$ cat src/rtl/uart_aes_pkg.sv
// Types and constants shared by the UART receive path and the AES-CTR/TX controller.
package uart_aes_pkg;

  localparam int unsigned AES_BLOCK_BYTES = 16;
  localparam int unsigned AES_BLOCK_BITS  = 128;

  typedef enum logic [0:0] {
    ST_COLLECT,
    ST_FULL
  } asm_state_t;

endpackage : uart_aes_pkg

$ cat src/rtl/uart_idle_timer.sv
// Idle-cycle counter: counts enabled cycles and pulses expire_o once CYCLES is reached.
module uart_idle_timer
  import uart_aes_pkg::*;
#(
  parameter int unsigned CYCLES = 8680,
  parameter int unsigned CNT_W  = (CYCLES > 0) ? $clog2(CYCLES + 1) : 1
) (
  input  logic clk,
  input  logic rst_n,
  input  logic clear_i,
  input  logic enable_i,
  output logic expire_o
);

  localparam logic [CNT_W-1:0] LIMIT = CNT_W'(CYCLES);

  logic [CNT_W-1:0] count_q, count_d;

  // A zero limit means the timer never fires.
  assign expire_o = (CYCLES != 0) && enable_i && !clear_i && (count_q == LIMIT);

  always_comb begin
    count_d = count_q;
    if (clear_i || expire_o) begin
      count_d = '0;
    end else if (enable_i && (count_q < LIMIT)) begin
      count_d = count_q + 1'b1;
    end
  end

  always_ff @(posedge clk or negedge rst_n) begin
    if (!rst_n) begin
      count_q <= '0;
    end else begin
      count_q <= count_d;
    end
  end

endmodule : uart_idle_timer

$ cat src/rtl/uart_rx_block_assembler.sv
// Packs UART bytes MSB-first into 128-bit blocks behind a one-deep valid/ready output register.
module uart_rx_block_assembler
  import uart_aes_pkg::*;
#(
  parameter int unsigned BLOCK_BYTES    = 16,
  parameter int unsigned TIMEOUT_CYCLES = 8680,
  parameter int unsigned CNT_W          = 8
) (
  input  logic                      clk,
  input  logic                      rst_n,
  input  logic [7:0]                rx_data,
  input  logic                      rx_valid,
  input  logic                      flush,
  output logic [AES_BLOCK_BITS-1:0] block_data,
  output logic                      block_valid,
  input  logic                      block_ready,
  output logic [4:0]                byte_count,
  output logic                      timeout_err,
  output logic                      overflow,
  output logic [CNT_W-1:0]          drop_count
);

  if (BLOCK_BYTES != AES_BLOCK_BYTES) begin : g_bad_block_bytes
    $error("uart_rx_block_assembler: BLOCK_BYTES must be 16");
  end

  localparam logic [4:0] LAST_IDX = 5'(AES_BLOCK_BYTES - 1);
  localparam logic [4:0] FULL_CNT = 5'(AES_BLOCK_BYTES);

  asm_state_t                state_q, state_d;
  logic [AES_BLOCK_BITS-1:0] asm_q, asm_d;
  logic [4:0]                cnt_q, cnt_d;
  logic [AES_BLOCK_BITS-1:0] blk_q;
  logic                      valid_q;
  logic                      timeout_q;
  logic                      overflow_q;
  logic [CNT_W-1:0]          drop_q;

  logic                      slot_free;
  logic [AES_BLOCK_BITS-1:0] ins_word;
  logic                      load_out;
  logic [AES_BLOCK_BITS-1:0] load_word;
  logic                      drop;
  logic                      tmo_evt;
  logic                      tmr_clear;
  logic                      tmr_enable;
  logic                      tmr_expire;

  assign slot_free = !valid_q || block_ready;

  assign tmr_clear  = rx_valid || flush || (cnt_q == '0) || (state_q != ST_COLLECT);
  assign tmr_enable = (state_q == ST_COLLECT) && (cnt_q != '0);

  uart_idle_timer #(
    .CYCLES (TIMEOUT_CYCLES)
  ) u_idle_timer (
    .clk      (clk),
    .rst_n    (rst_n),
    .clear_i  (tmr_clear),
    .enable_i (tmr_enable),
    .expire_o (tmr_expire)
  );

  // Assembly word with the incoming byte dropped into slot byte_count.
  always_comb begin
    ins_word = asm_q;
    for (int unsigned i = 0; i < AES_BLOCK_BYTES; i++) begin
      if (cnt_q == 5'(i)) begin
        ins_word[AES_BLOCK_BITS-1-8*i -: 8] = rx_data;
      end
    end
  end

  always_ff @(posedge clk or negedge rst_n) begin
    if (!rst_n) begin
      state_q <= ST_COLLECT;
    end else begin
      state_q <= state_d;
    end
  end

  always_comb begin
    state_d = state_q;
    unique case (state_q)
      ST_COLLECT: begin
        if (!flush && rx_valid && (cnt_q == LAST_IDX) && !slot_free) begin
          state_d = ST_FULL;
        end
      end
      ST_FULL: begin
        if (flush || slot_free) begin
          state_d = ST_COLLECT;
        end
      end
      default: state_d = ST_COLLECT;
    endcase
  end

  always_comb begin
    asm_d     = asm_q;
    cnt_d     = cnt_q;
    load_out  = 1'b0;
    load_word = asm_q;
    drop      = 1'b0;
    tmo_evt   = 1'b0;
    unique case (state_q)
      ST_COLLECT: begin
        if (flush) begin
          asm_d = '0;
          cnt_d = '0;
        end else if (rx_valid) begin
          if (cnt_q != LAST_IDX) begin
            asm_d = ins_word;
            cnt_d = cnt_q + 1'b1;
          end else if (slot_free) begin
            load_out  = 1'b1;
            load_word = ins_word;
            asm_d     = '0;
            cnt_d     = '0;
          end else begin
            asm_d = ins_word;
            cnt_d = FULL_CNT;
          end
        end else if (tmr_expire) begin
          asm_d   = '0;
          cnt_d   = '0;
          tmo_evt = 1'b1;
        end
      end
      ST_FULL: begin
        if (flush) begin
          asm_d = '0;
          cnt_d = '0;
        end else begin
          // The held byte is dropped even in the cycle the full block moves out.
          drop = rx_valid;
          if (slot_free) begin
            load_out  = 1'b1;
            load_word = asm_q;
            asm_d     = '0;
            cnt_d     = '0;
          end
        end
      end
      default: begin
        asm_d = '0;
        cnt_d = '0;
      end
    endcase
  end

  always_ff @(posedge clk or negedge rst_n) begin
    if (!rst_n) begin
      asm_q      <= '0;
      cnt_q      <= '0;
      blk_q      <= '0;
      valid_q    <= 1'b0;
      timeout_q  <= 1'b0;
      overflow_q <= 1'b0;
      drop_q     <= '0;
    end else begin
      asm_q      <= asm_d;
      cnt_q      <= cnt_d;
      timeout_q  <= tmo_evt;
      overflow_q <= drop;
      if (load_out) begin
        blk_q   <= load_word;
        valid_q <= 1'b1;
      end else if (valid_q && block_ready) begin
        valid_q <= 1'b0;
      end
      if (drop && (drop_q != '1)) begin
        drop_q <= drop_q + 1'b1;
      end
    end
  end

  assign block_data  = blk_q;
  assign block_valid = valid_q;
  assign byte_count  = cnt_q;
  assign timeout_err = timeout_q;
  assign overflow    = overflow_q;
  assign drop_count  = drop_q;

endmodule : uart_rx_block_assembler

$ cat config.mk
export PLATFORM = sky130hd
export DESIGN_NAME = uart_rx_block_assembler
export DESIGN_NICKNAME = d
export VERILOG_FILES = /design/src/rtl/uart_aes_pkg.sv /design/src/rtl/uart_idle_timer.sv /design/src/rtl/uart_rx_block_assembler.sv
export SDC_FILE = /design/constraint.sdc
export NUM_CORES = 1
export LEC_CHECK = 0
export BUFFER_PORTS_ARGS = -buffer_cell sky130_fd_sc_hd__buf_4
export CAP_MARGIN = 30
export CORE_MARGIN = 4
export CORE_UTILIZATION = 44
export CTS_BUF_LIST = sky130_fd_sc_hd__clkbuf_4
export CTS_CLUSTER_DIAMETER = 30
export DETAILED_ROUTE_END_ITERATION = 7
export MAX_ROUTING_LAYER = met4
export SYNTH_ARGS = -nofsm -noshare
export SYNTH_HDL_FRONTEND = slang
export SYNTH_SLANG_ARGS = --single-unit
$ cat constraint.sdc
create_clock -name clk -period 6.9 [get_ports clk]
set_clock_uncertainty 0.1 [all_clocks]
set_input_delay 1.38 -clock clk [delete_from_list [all_inputs] [get_ports clk]]
set_output_delay 1.38 -clock clk [all_outputs]
set_load 0.005 [all_outputs]
---- Word level (Yosys, flattened, before mapping) ----
Index checks and enable logic that the tools add are counted.
Widths: inputs -> output; s select.
operators by class
  add/sub/neg operators ................... 3
  multiply operators ...................... 0
  div/mod/pow operators ................... 0
  order comparisons ....................... 1
  equal/unequal tests ..................... 20
  shift operators ......................... 0
  multiplexer cells ....................... 56
  bitwise gates (word level) .............. 1
  reductions and logical operators ........ 24
operators with widths
  cell                   count
  $mux 128               11
  $pmux 128 s2           2
  $mux 8                 16
  $eq 5x4->1 const B     8
  $mux 5                 7
  $mux 14                2
  $eq 5x3->1 const B     4
  $mux 1                 15
  $add 14x1->14 const B  1
  $eq 14x14->1 const B   1
  $lt 14x14->1 const B   1
  $eq 5x2->1 const B     2
  $pmux 5 s2             1
  $logic_and 1x1->1      9
  $add 8x1->8 const B    1
  $ne 8x8->1 const B     1
  $logic_or 1x1->1       6
  $add 5x1->5 const B    1
  $eq 5x1->1 const B     1
  $logic_not 5->1        1
  $ne 5x4->1 const B     1
  $reduce_bool 5->1      1
  $logic_not 1->1        4
  $ne 4x3->1 const B     1
  other kinds (5)        7
storage, ports and cells
  bits in registers ....................... 287
  bits in latches ......................... 0
  memory bits (writable) .................. 0
  bits in read-only memories .............. 0
  bits of input ports ..................... 13
  output and inout bits ................... 144
  word-level logic and storage cells ...... 114
  memories ................................ 0

---- Longest topological paths before layout ----
Gate-level depths: netlist of the first run.
  depth after elaboration ................. 10
  mapped depth ............................ 8

---- Modules after synthesis ----
From an unflattened synthesis of the first run, not the netlist that was laid out.
second synthesis, totals
  cell total of the unflattened synthesis .. 840
  area, all modules ....................... 11542.3 µm²
modules (own cells, without submodules)
  module                   instances  cells an instance  area each (µm²)  seq. area each (µm²)
  uart_rx_block_assembler  1          755                10707.8          6831.6
  uart_idle_timer          1          85                 834.6            350.3

---- Worst setup path before layout of the first run ----
OpenSTA, ideal clock, no wires.
  kind .................................... in2reg
  start point ............................. in flush
  end point ............................... reg blk_q[31] (netlist: block_data[31])
  library setup time ...................... 126 ps
  arrival ................................. 3025 ps
  data required time ...................... 6674 ps
  setup slack ............................. 3649 ps
  stages on the path ...................... 7
  path through ............................ or3b_1 -> clkbuf_1 -> nor3_1 -> nor2_1 -> buf_1 -> clkbuf_1 -> a221o_1
on the way
  cells in the longest elaborated chain, start to end .. 2
  elaborated cells between the ends (all ways) .. 5
  those cells by class .................... mux: 5
RTL lines
  item                                        RTL line                        text
  from (decl)                                 uart_rx_block_assembler.sv:13   input logic flush,
  $mux 128, or another cell as far along      uart_rx_block_assembler.sv:108  if (flush) begin
  $pmux 128 s2 or $pmux 1 s2 (tied branches)  uart_rx_block_assembler.sv:106  unique case (state_q)
  to (signal assigned)                        uart_rx_block_assembler.sv:167  blk_q <= load_word;
  to (decl)                                   uart_rx_block_assembler.sv:33   logic [AES_BLOCK_BITS-1:0] blk_q;
Several ways; a longest one is shown, not always the timed one.
A chain may end at the register's enable or synchronous reset.

---- Final worst setup path of the first run ----
  start point ............................. in block_ready
  end point ............................... reg blk_q[49] (netlist: block_data[49])
on the way
  cells in the longest elaborated chain, start to end .. 6
  elaborated cells between the ends (all ways) .. 12
  those cells by class .................... mux: 11; reduce/logical: 1
RTL lines
  item                                        RTL line                                                        text
  from (decl)                                 uart_rx_block_assembler.sv:16                                   input logic block_ready,
  $logic_or 1x1->1 *                          uart_rx_block_assembler.sv:49                                   assign slot_free = !valid_q || block_ready;
  $mux 128 or $mux 1 (tied branches)          uart_rx_block_assembler.sv:115, uart_rx_block_assembler.sv:137
  $mux 128 or $mux 1 (tied branches)          uart_rx_block_assembler.sv:112                                  if (cnt_q != LAST_IDX) begin
  $mux 128 or $mux 1 (tied branches)          uart_rx_block_assembler.sv:111                                  end else if (rx_valid) begin
  $mux 128 or $mux 1 (tied branches)          uart_rx_block_assembler.sv:108
  $pmux 128 s2 or $pmux 1 s2 (tied branches)  uart_rx_block_assembler.sv:106
Mark *: on every way between the ends. The rest lies on a longest branch, timed or not.

==> summary.md, run 1 <==
| Metric | Value |
|---|---|
| FFs w/ async S/R, synth | `100%` |
| Hpwl dp | `17600 um` |
| Setup repair bufs after CTS | `0` |
| Setup crit start kind | `primary input` |
| Max-slew violations | `0` |
| Iter 0 DRT Violations | `569` |
| IO Pins | `157` |
| Synth area leader | `dfrtp_1` |
| Post-synthesis cell area | `roughly 12000 sq um` |
| Post-Route WL | `29200 um` |
| Clock Root Buffer | `clkbuf_4` |
| Row cnt | `58` |
| CP Max Fanout | `80` |
| Resize count post-CTS | `0` |
| I/O Buffers | `about 160` |
| Total gr overflow | `0` |
| Post-DP Area | `about 13000 sq um` |
| Sw Ratio | `25.5%` |
| Layout cell share with drive strength beyond 1 | `between 30 and 40%` |
| Commonest non-fill, non-tap cell in the layout | `dfrtp_1` |
| Top cell type's share of synthesized area | `62.3%` |
| PD cells | `257 nW/um^2` |
| Post-synthesis xor/xnor area fraction | `0.532%` |
| Clock slew at reported path FFs | `~0.06 ns` |
| Compound-Gate Fraction of Synth Area | `between 10% and 20%` |
| Setup-failing EPs final | `0` |
| Placer Congestion | `around 0.83` |
| Placed insts | `approximately 1300` |
| GR peak layer | `met1` |
| Mux contribution to synthesized area | `9.47%` |
| Max-cap violation count | `0` |
| Average size of a mapped cell | `13.9 sq um` |
| CTS tree | `done` |
| Via Count | `8144` |
| Critical Path RT | `7.35 ns` |
| Most frequent cells in the layout | `dfrtp_1, buf_4, clkbuf_4` |
| Commonest register cell after synthesis | `dfrtp_1` |
| Simple-gate share of the synthesized area | `between 6 and 7%` |
| Combinational group share of total power | `7.2%` |
| Post-synthesis sequential area ratio | `62.3%` |
| Leakage power | `7.16 nW` |
| Sequential share of power | `47.4%` |
| Cells after synthesis | `just over 800` |
| Hold buffer count at cts | `0` |
| Rel. slew slack | `32.2%` |
| First-pass DRT Iterations | `5` |
| NetSw | `0.000932 W` |
| Layout area overhead | `23.3%` |
| Fillers | `2216` |
| Netlist cell types | `50` |
| Top post-synthesis cells by area | `dfrtp_1, mux2_2, a32o_1` |
| Worst-Skew Late Latency | `0.68 ns` |
| Worst setup slack after layout | `3.74 ns` |
| Die Y | `~170 um` |
| Status | `completed` |
| Post-layout nets | `1045` |
| Yosys reg bits | `287` |
| Remaining DRCs | `0` |
| Sink Count | `between 200 and 300` |
| CP Capture Type | `flip-flop` |
| Syn nets | `850` |
| Global-route wire length before repair | `46500 um` |
| Peak VDD IR | `0.156 mV` |
| Die X | `around 170 um` |
| Fin crit share | `approximately 46%` |
| Setup Crit Path Kind | `in -> reg` |
| Die ar. | `28900 sq um` |
| Vias per cell | `5.74` |
| CTS H-tree lvls | `3` |
| Number of global-route vias before repair | `8164` |
| Adder-cell share of the synthesized area | `0.760%` |
| GR Util met1 | `a little under a third` |
| Largest family of logic cells by synthesized area | `compound AO/OA/AOI/OAI gates` |
| Max clock buf depth | `3` |
| DP Worst Slack | `2.59 ns` |
| Worst Path Arrival | `roughly 3.6 ns` |
| F_max | `316 MHz` |
| Worst Hold Class | `reg -> reg` |
| Drt wl/cell | `20.6 um` |
| Warnings, synthesis | `0` |
| Worst Tran Pin Value | `roughly 1.0 ns` |
| Pint | `0.00273 W` |
| Pin count of the biggest net entering global routing | `141` |
| Final std cells w/o fill | `1419` |
| Final worst path period need | `~3.2 ns` |
| EDFF count, synth | `0` |
| Met3 usage | `4.44%` |
| Design area | `between 10000 and 15000 sq um` |
| GRT Total Usage | `a little over a fifth` |
| Grt met2 use | `roughly 30%` |
| Starting Density | `45.3%` |
| Initial antenna violation count | `1` |
| Core Region | `approximately 25000 sq um` |
| Unrepaired setup endpoints after global routing | `false` |
| Final hold violations | `0` |
| Total Negative Setup Slacks | `0 ns` |
| Total CTS buffers | `81` |
| Antenna Nets Post-Route | `0` |
| Share of total power in the clock network | `45.4%` |
-- worst max-delay path, cell delays in order --
cell and delay [ns]:
buf_4 0.12, nor2b_1 0.58, nor3b_1 0.10, buf_4 0.22, nor2_4 0.13, buf_12 0.22
buf_12 0.39, mux2_2 0.39
-- final timing paths --
check	slack (ns)	cells past startpoint	from	to
max	3.74	8	block_ready	block_data[49]
min	0.39	1	asm_q[104]	asm_q[104]
max reg2reg	3.78	5	byte_count[2]	asm_q[77]
min reg2reg	0.39	1	asm_q[104]	asm_q[104]
max in group asynchronous	4.80	2	rst_n	asm_q[73]
min in group asynchronous	0.58	1	rst_n	block_data[90]
-- registers in the layout, summed over array words and instances, names as in the netlist --
register and count:
state_q 1, overflow 1, asm_q 128, u_idle_timer.count_q 14
block_valid 1, block_data 128, byte_count 5, timeout_err 1
drop_count 8
-- power by group through the flow --
stage	clock, W	combinational, W	sequential [W]
floorplan	0	0.000148	0.00175
global placement	0	0.000263	0.00177
detailed placement	0	0.000269	0.00177
CTS	0.00171	0.000269	0.00173
global route	0.00182	0.000292	0.00174
finish	0.00166	0.000264	0.00174
-- cell families (layout without fill, tap and decap cells) --
kind of cell    after synthesis  after routing
xor+xnor                      7              7
buf+inv                      75            333
simple gates                124            124
fa+ha+maj                     7              7
other cells                   0              1
mux                          97             97
flops                       287            287
compound gates              233            233
-- layout make-up --
class                      instances  area [sq um]  area share, %
antenna                            1          2.50         0.0176
clock buffer                     112           841           5.91
clock inverter                    34           275           1.94
inverter                          12          45.0          0.317
multi-input combinational        468          4080           28.7
sequential                       287          7180           50.5
tap                              330           413           2.90
timing repair buffer             175          1380           9.72
-- stage by stage --
stage                     hold WS (ns)  util [%]  total power, W
after floorplan                  0.362         -         0.00190
after global placement           0.370      51.1         0.00203
after detailed placement         0.378      51.3         0.00203
after CTS                        0.372      55.7         0.00372
after global routing             0.396      55.8         0.00385
final                            0.388      55.8         0.00366
-- per-layer routing --
layer | vias to the layer above | routed length (um)
li1 | 3684 | -
met1 | 4170 | 14000
met2 | 248 | 13100
met3 | 42 | 1680
met4 | 0 | 439
met5 | - | 0
-- synth_stat cells (3+ instances only) --
master / instances
nor4_1: 3
a221o_1: 24
or4_1: 12
nand2_1: 8
or2_2: 3
or4bb_1: 3
buf_1: 3
a32o_1: 80
and2_1: 36
nor2_1: 11
o31ai_1: 10
ha_1: 7
clkbuf_1: 50
dfrtp_1: 287
o21ai_1: 5
and4_1: 3
nand4_1: 5
buf_2: 10
nor3_1: 5
nand3_1: 14
mux2_2: 97
a21o_1: 11
a22o_1: 56
inv_1: 12
nand4b_1: 4
o21ai_0: 3
a21oi_1: 17
nor3b_1: 4
xnor2_1: 6
o211ai_1: 15
No activity file was read; power rests on OpenSTA's default activity.
==> run 2: changes to the inputs <==
==> constraint.sdc (replaced) <==
create_clock -name clk -period 3.2 [get_ports clk]
set_clock_uncertainty 0.1 [all_clocks]
set_input_delay 0.64 -clock clk [delete_from_list [all_inputs] [get_ports clk]]
set_output_delay 0.64 -clock clk [all_outputs]
set_load 0.005 [all_outputs]
==> run 2 against run 1 <==
  * Via count up 0.14%
  * Flip-flop and latch count did not move
  * First-iteration DRC count grew 18%
  * Final cell count rose by 0.14%
  * Worst hold slack worse by 0.20 ns
  * Total power increased by 110%
  * Cell area hardly changed
  * Count of clock-buffer cells in the layout down 3
  * Sequential share of layout area about the same
  * Sequential power rose by 110%
  * Die area unchanged
  * Critical path type is now reg -> reg
  * Critical endpoint is now block_data[96]
  * Highest routed layer unchanged
==> summary.md, run 2 (synthesized netlist as in run 1, its figures left out) <==
| Metric | Value |
|---|---|
| Status | `completed (unchanged)` |
| Final worst path period need | `between 2 and 3 ns` |
| CP delay by family, top | `simple AND/OR/NAND/NOR gates (was buffers and inverters)` |
| IO Pins | `157 (unchanged)` |
| Resize count post-CTS | `0 (unchanged)` |
| Sink Count | `287 (unchanged)` |
| CP Capture Type | `flip-flop (unchanged)` |
| Drt wl/cell | `21.2 um (was 20.6 um)` |
| Vias per cell | `5.74 (about the same)` |
| Clock slew at reported path FFs | `0.06 ns (about the same)` |
| Global-route wire length before repair | `47600 um (was 46500 um)` |
| Clock Root Buffer | `clkbuf_4 (unchanged)` |
| Core Region | `25500 sq um (unchanged)` |
| Most frequent cells in the layout | `dfrtp_1, buf_4, clkbuf_4 (unchanged)` |
| Row cnt | `58 (unchanged)` |
| GRT Total Usage | `21.5% (was 21.0%)` |
| Sw Ratio | `25.7% (was 25.5%)` |
| Unrepaired setup endpoints after global routing | `false (unchanged)` |
| Design area | `14200 sq um (about the same)` |
| Hpwl dp | `18600 um (was 17600 um)` |
| Setup-failing EPs final | `0 (unchanged)` |
| Initial antenna violation count | `1 (unchanged)` |
| CTS tree | `done (unchanged)` |
| Setup Crit Path Kind | `reg -> reg (was in -> reg)` |
| Post-Route WL | `30100 um (was 29200 um)` |
| Peak VDD IR | `0.243 mV (was 0.156 mV)` |
| Via Count | `8155 (was 8144)` |
| Layout cell share with drive strength beyond 1 | `38.4% (was 38.0%)` |
| Worst Hold Class | `in -> reg (was reg -> reg)` |
| Commonest non-fill, non-tap cell in the layout | `dfrtp_1 (unchanged)` |
| Leakage power | `7.16 nW (about the same)` |
| Worst Tran Pin Value | `0.963 ns (was 1.01 ns)` |
| Rel. slew slack | `35.6% (was 32.2%)` |
| Total gr overflow | `0 (unchanged)` |
| NetSw | `0.00196 W (was 0.000932 W)` |
| Critical-path cell list | `ha_1 -> nand4b_1 -> nor3_1 -> nor2_4 -> buf_4 -> mux2_2 (was buf_4 -> nor2b_1 -> nor3b_1 -> buf_4 -> nor2_4 -> buf_12 -> buf_12 -> mux2_2)` |
| Layout area overhead | `23.4% (was 23.3%)` |
| Pint | `0.00566 W (was 0.00273 W)` |
| Post-DP Area | `13200 sq um (was 13100 sq um)` |
| Sequential share of power | `48.9% (was 47.4%)` |
| PD cells | `536 nW/um^2 (was 257 nW/um^2)` |
| Total Negative Setup Slacks | `0 ns (unchanged)` |
| Worst path max stage delay | `0.75 ns (was 0.58 ns)` |
| Worst Path Arrival | `3.28 ns (was 3.61 ns)` |
| Share of total power in the clock network | `43.1% (was 45.4%)` |
| CTS H-tree lvls | `3 (unchanged)` |
| Remaining DRCs | `0 (unchanged)` |
| Final hold violations | `0 (unchanged)` |
| Total CTS buffers | `78 (was 81)` |
| Max clock buf depth | `3 (unchanged)` |
| Die ar. | `28900 sq um (unchanged)` |
| Die Y | `170 um (unchanged)` |
| I/O Buffers | `156 (unchanged)` |
| Setup crit start kind | `flip-flop (was primary input)` |
| First-pass DRT Iterations | `7 (was 5)` |
| Starting Density | `45.3% (unchanged)` |
| Power Total | `0.00762 W (was 0.00366 W)` |
| Number of global-route vias before repair | `8404 (was 8164)` |
| CP Max Fanout | `36 (was 80)` |
| Post-layout nets | `1061 (was 1045)` |
| Antenna Nets Post-Route | `0 (unchanged)` |
| Combinational group share of total power | `8.0% (was 7.2%)` |
| Die X | `170 um (unchanged)` |
| Placer Congestion | `0.837 (was 0.834)` |
| Iter 0 DRT Violations | `672 (was 569)` |
| CP bufs+invs | `1 (was 4)` |
| Pin count of the biggest net entering global routing | `80 (was 141)` |
| Max-slew violations | `0 (unchanged)` |
| Slowest-stage cell, CP | `nor2_4 (was nor2b_1)` |
| Worst-Skew Late Latency | `0.69 ns (was 0.68 ns)` |
| Setup repair bufs after CTS | `0 (unchanged)` |
| Max-cap violation count | `0 (unchanged)` |
| F_max | `about 350 MHz` |
| Fin crit share | `between 80% and 90%` |
| Critical Path RT | `3.62 ns (was 7.35 ns)` |
==> run 2: changes by cell type in the layout (fill, tap and decap cells not counted) <==
cell	delta
dlygate4sd3_1	+1
clkbuf_4	-3
inv_2	-2
clkinv_2	-8
bufinv_16	-2
buf_12	+1
inv_6	+1
buf_4	+22
clkinv_1	-5
clkinvlp_4	+2
buf_16	-1
buf_6	-2
buf_2	-2
==> run 2: final cells by class <==
| type | count | area (sq um) |
|---|---|---|
| Timing Repair Buffer | 194 | 1520 |
| Clock inverter | 20 | 173 |
| Antenna cell | 1 | 2.50 |
| Multi-Input combinational cell | 468 | 4080 |
| Fill cell | 2176 | 11200 |
| Inverter | 12 | 45.0 |
| Clock buffer | 109 | 818 |
| Sequential cell | 287 | 7180 |
| Tap cell | 330 | 413 |
==> run 2: layer usage <==
metal | vias up | share of wire, % | global-route usage, %
met5 | - | 0 | -
met4 | 0 | 1.6 | 6.72
met3 | 36 | 6.2 | 4.55
met2 | 278 | 45 | 30.8
met1 | 4153 | 47 | 31.0
li1 | 3688 | - | -
==> run 2: worst reg2reg max path, stage by stage, from the launching register on <==
cell and delay (ns):
dfrtp_1 0.45, ha_1 0.24, nand4b_1 0.14, nor3_1 0.10, nor2_4 0.75, buf_4 0.54, mux2_2 0.39
==> run 2: per-stage QoR <==
stage	setup WS, ns	std cells	util (%)	hold slack (ns)
6_report	0.338	1421	55.9	0.189
2_1_floorplan	0.689	830	-	0.244
5_1_grt	0.127	1421	55.9	0.159
3_3_place_gp	0.141	1290	51.9	0.368
4_1_cts	0.298	1420	55.8	0.132
3_5_place_dp	0.0876	1290	51.9	0.370
==> run 2: path summary, 6_finish.rpt <==
kind                               start             end  slack, ns  cells past startpoint
max reg2reg                byte_count[0]  block_data[96]       0.34                      6
max in group asynchronous          rst_n       asm_q[39]       1.78                      3
min reg2reg                    asm_q[78]  block_data[78]       0.38                      1
max                        byte_count[0]  block_data[96]       0.34                      6
min in group asynchronous          rst_n  block_data[90]       0.46                      2
min                             rx_valid     timeout_err       0.19                      3
==> run 2: power groups by stage <==
stage / clock [W] / combinational, W / sequential, W
final: 0.00328 / 0.000613 / 0.00372
after floorplan: 0 / 0.000320 / 0.00378
after global placement: 0 / 0.000614 / 0.00379
after detailed placement: 0 / 0.000617 / 0.00379
after CTS: 0.00339 / 0.000620 / 0.00372
after global routing: 0.00360 / 0.000680 / 0.00372
==> run 2: what timing repair did <==
item / in CTS / in global routing
setup endpoints to repair: 0 / 0
hold buffers: 1 / 0
endpoints found under the hold margin: 71 / 0
==> run 3: changes to the inputs <==
--- a/config.mk
+++ b/config.mk
@@ -13,6 +13,7 @@
 export CTS_CLUSTER_DIAMETER = 30
 export DETAILED_ROUTE_END_ITERATION = 7
 export MAX_ROUTING_LAYER = met4
+export PLACE_DENSITY_LB_ADDON = 0.1
 export SYNTH_ARGS = -nofsm -noshare
 export SYNTH_HDL_FRONTEND = slang
 export SYNTH_SLANG_ARGS = --single-unit
==> run 3 against run 2 <==
  * Cell area down 0.82%
  * Highest routed layer unchanged
  * Combinational power about the same
  * Critical endpoint is now asm_q[100]
  * Non-clock buffer count down 4
  * Sequential power about the same
  * Setup slack better by 0.19 ns
  * Register-to-register slack better by 0.19 ns
  * Final cell count down 0.63%
  * Clock power down 9.1%
  * Worst hold slack better by 0.017 ns
  * Largest power group unchanged
  * Fmax up 7.2%
  * First-iteration DRC count down 25%
==> summary.md, run 3 (synthesized netlist as in run 1, its figures left out) <==
| Metric | Value |
|---|---|
| Max clock buf depth | `3 (unchanged)` |
| Sink Count | `287 (unchanged)` |
| CP Max Fanout | `9 (was 36)` |
| Resize count post-CTS | `0 (unchanged)` |
| PD cells | `518 nW/um^2 (was 536 nW/um^2)` |
| Clock Root Buffer | `clkbuf_4 (unchanged)` |
| Via Count | `8118 (was 8155)` |
| Worst Path Arrival | `3.10 ns (was 3.28 ns)` |
| Status | `completed (unchanged)` |
| Drt wl/cell | `21.0 um (was 21.2 um)` |
| Die X | `170 um (unchanged)` |
| Total CTS buffers | `76 (was 78)` |
| Placer Congestion | `0.846 (was 0.837)` |
| Remaining DRCs | `0 (unchanged)` |
| WL met2 | `13400 um (was 13600 um)` |
| Final hold violations | `0 (unchanged)` |
| GRT Total Usage | `21.5% (about the same)` |
| Setup Crit Path Kind | `reg -> reg (unchanged)` |
| Post-layout nets | `1055 (was 1061)` |
| Core Region | `25500 sq um (unchanged)` |
| CP Capture Type | `flip-flop (unchanged)` |
| Post-DP Area | `13200 sq um (about the same)` |
| Pin count of the biggest net entering global routing | `88 (was 80)` |
| Iter 0 DRT Violations | `507 (was 672)` |
| Die ar. | `28900 sq um (unchanged)` |
| Met3 WL post-DR | `2220 um (was 1870 um)` |
| Worst Hold Class | `in -> reg (unchanged)` |
| CTS tree | `done (unchanged)` |
| Global-route wire length before repair | `47600 um (about the same)` |
| Design area | `14100 sq um (was 14200 sq um)` |
| Top sig layer | `met4 (unchanged)` |
| IO Pins | `157 (unchanged)` |
| Row cnt | `58 (unchanged)` |
| Commonest non-fill, non-tap cell in the layout | `dfrtp_1 (unchanged)` |
| Post-Route WL | `29700 um (was 30100 um)` |
| Worst Tran Pin Value | `0.854 ns (was 0.963 ns)` |
| Total gr overflow | `0 (unchanged)` |
| Antenna Nets Post-Route | `0 (unchanged)` |
| First-pass DRT Iterations | `5 (was 7)` |
| Starting Density | `45.3% (unchanged)` |
| Initial antenna violation count | `1 (unchanged)` |
| Unrepaired setup endpoints after global routing | `false (unchanged)` |
| Layout area overhead | `22.4% (was 23.4%)` |
| Setup crit start kind | `flip-flop (unchanged)` |
| Clock slew at reported path FFs | `0.07 ns (was 0.06 ns)` |
| Routed met1 length | `13700 um (was 14100 um)` |
| Layout cell share with drive strength beyond 1 | `37.6% (was 38.4%)` |
| Max-cap violation count | `0 (unchanged)` |
| CTS H-tree lvls | `3 (unchanged)` |
| Leakage power | `7.11 nW (was 7.16 nW)` |
| Fin crit share | `83.5% (was 89.4%)` |
| Die Y | `170 um (unchanged)` |
| Rel. slew slack | `42.3% (was 35.6%)` |
| Power Total | `0.00731 W (was 0.00762 W)` |
| Hold Slack | `0.206 ns (was 0.189 ns)` |
| Hpwl dp | `18400 um (was 18600 um)` |
| Fillers | `2247 (was 2176)` |
| Final worst path period need | `2.67 ns (was 2.86 ns)` |
| Vias per cell | `5.75 (was 5.74)` |
| Number of global-route vias before repair | `8359 (was 8404)` |
| Max-slew violations | `0 (unchanged)` |
| Setup-failing EPs final | `0 (unchanged)` |
| I/O Buffers | `156 (unchanged)` |
| Most frequent cells in the layout | `dfrtp_1, buf_4, clkbuf_4 (unchanged)` |
| F_max | `374 MHz (was 349 MHz)` |
| Critical Path RT | `3.62 ns (about the same)` |
| Worst-Skew Late Latency | `0.66 ns (was 0.69 ns)` |
| Peak VDD IR | `0.212 mV (was 0.243 mV)` |
| Total Negative Setup Slacks | `0 ns (unchanged)` |
| Setup repair bufs after CTS | `0 (unchanged)` |
-- run 3: cell types whose count changed in the layout (fill, tap and decap cells not counted), sizes merged --
cell and change:
clkinvlp -2, buf -4, bufinv -2, inv +1, clkinv +6, clkbuf -8
-- run 3: metrics by stage --
step / setup WS (ns) / utilization, % / cells
4_1_cts: 0.546 / 55.4 / 1411
2_1_floorplan: 0.689 / - / 830
5_1_grt: 0.227 / 55.4 / 1412
3_3_place_gp: 0.136 / 51.8 / 1284
3_5_place_dp: 0.335 / 51.9 / 1286
6_report: 0.529 / 55.4 / 1412
-- run 3: path summary, 6_finish.rpt --
kind	from	endpoint	slack, ns	cells past startpoint
setup / recovery	byte_count[0]	asm_q[100]	0.53	7
hold / removal	block_ready	block_valid	0.21	3
setup reg to reg	byte_count[0]	asm_q[100]	0.53	7
hold reg to reg	block_data[6]	block_data[6]	0.38	1
max in group asynchronous	rst_n	asm_q[83]	1.69	3
min in group asynchronous	rst_n	asm_q[93]	0.45	2
-- run 3: cell type report --
cell class	instances	area, sq um	area share (%)
Clock buffer	101	758	5.37
Tap cell	330	413	2.93
Antenna cell	1	2.50	0.0177
Inverter	12	45.0	0.319
Multi-Input combinational cell	468	4080	28.9
Clock inverter	23	121	0.860
Timing Repair Buffer	190	1510	10.7
Sequential cell	287	7180	50.9
-- run 3: power breakdown --
group | switching [W] | internal, W | leakage [nW]
clock network | 0.00144 | 0.00154 | 0.527
registers | 0.0000389 | 0.00368 | 3.99
logic | 0.000440 | 0.000175 | 2.59
-- run 3: critical path, stage by stage, from the launching register on --
cell and delay [ns]:
dfrtp_1 0.45, inv_1 0.12, ha_1 0.25, nor4b_2 0.17, a21oi_1 0.52, buf_4 0.28, o211ai_1 0.32, a32o_1 0.32
-- run 3: timing repair --
item / CTS / global route
setup endpoints to repair: 0 / 0
hold buffers: 1 / 0
hold endpoints to repair: 62 / 0
-- run 3: layer usage --
metal  vias up  track usage, %
met3        39            5.04
met5         -               -
met4         0            5.01
met2       273            31.0
met1      4111            31.2
li1       3695               -
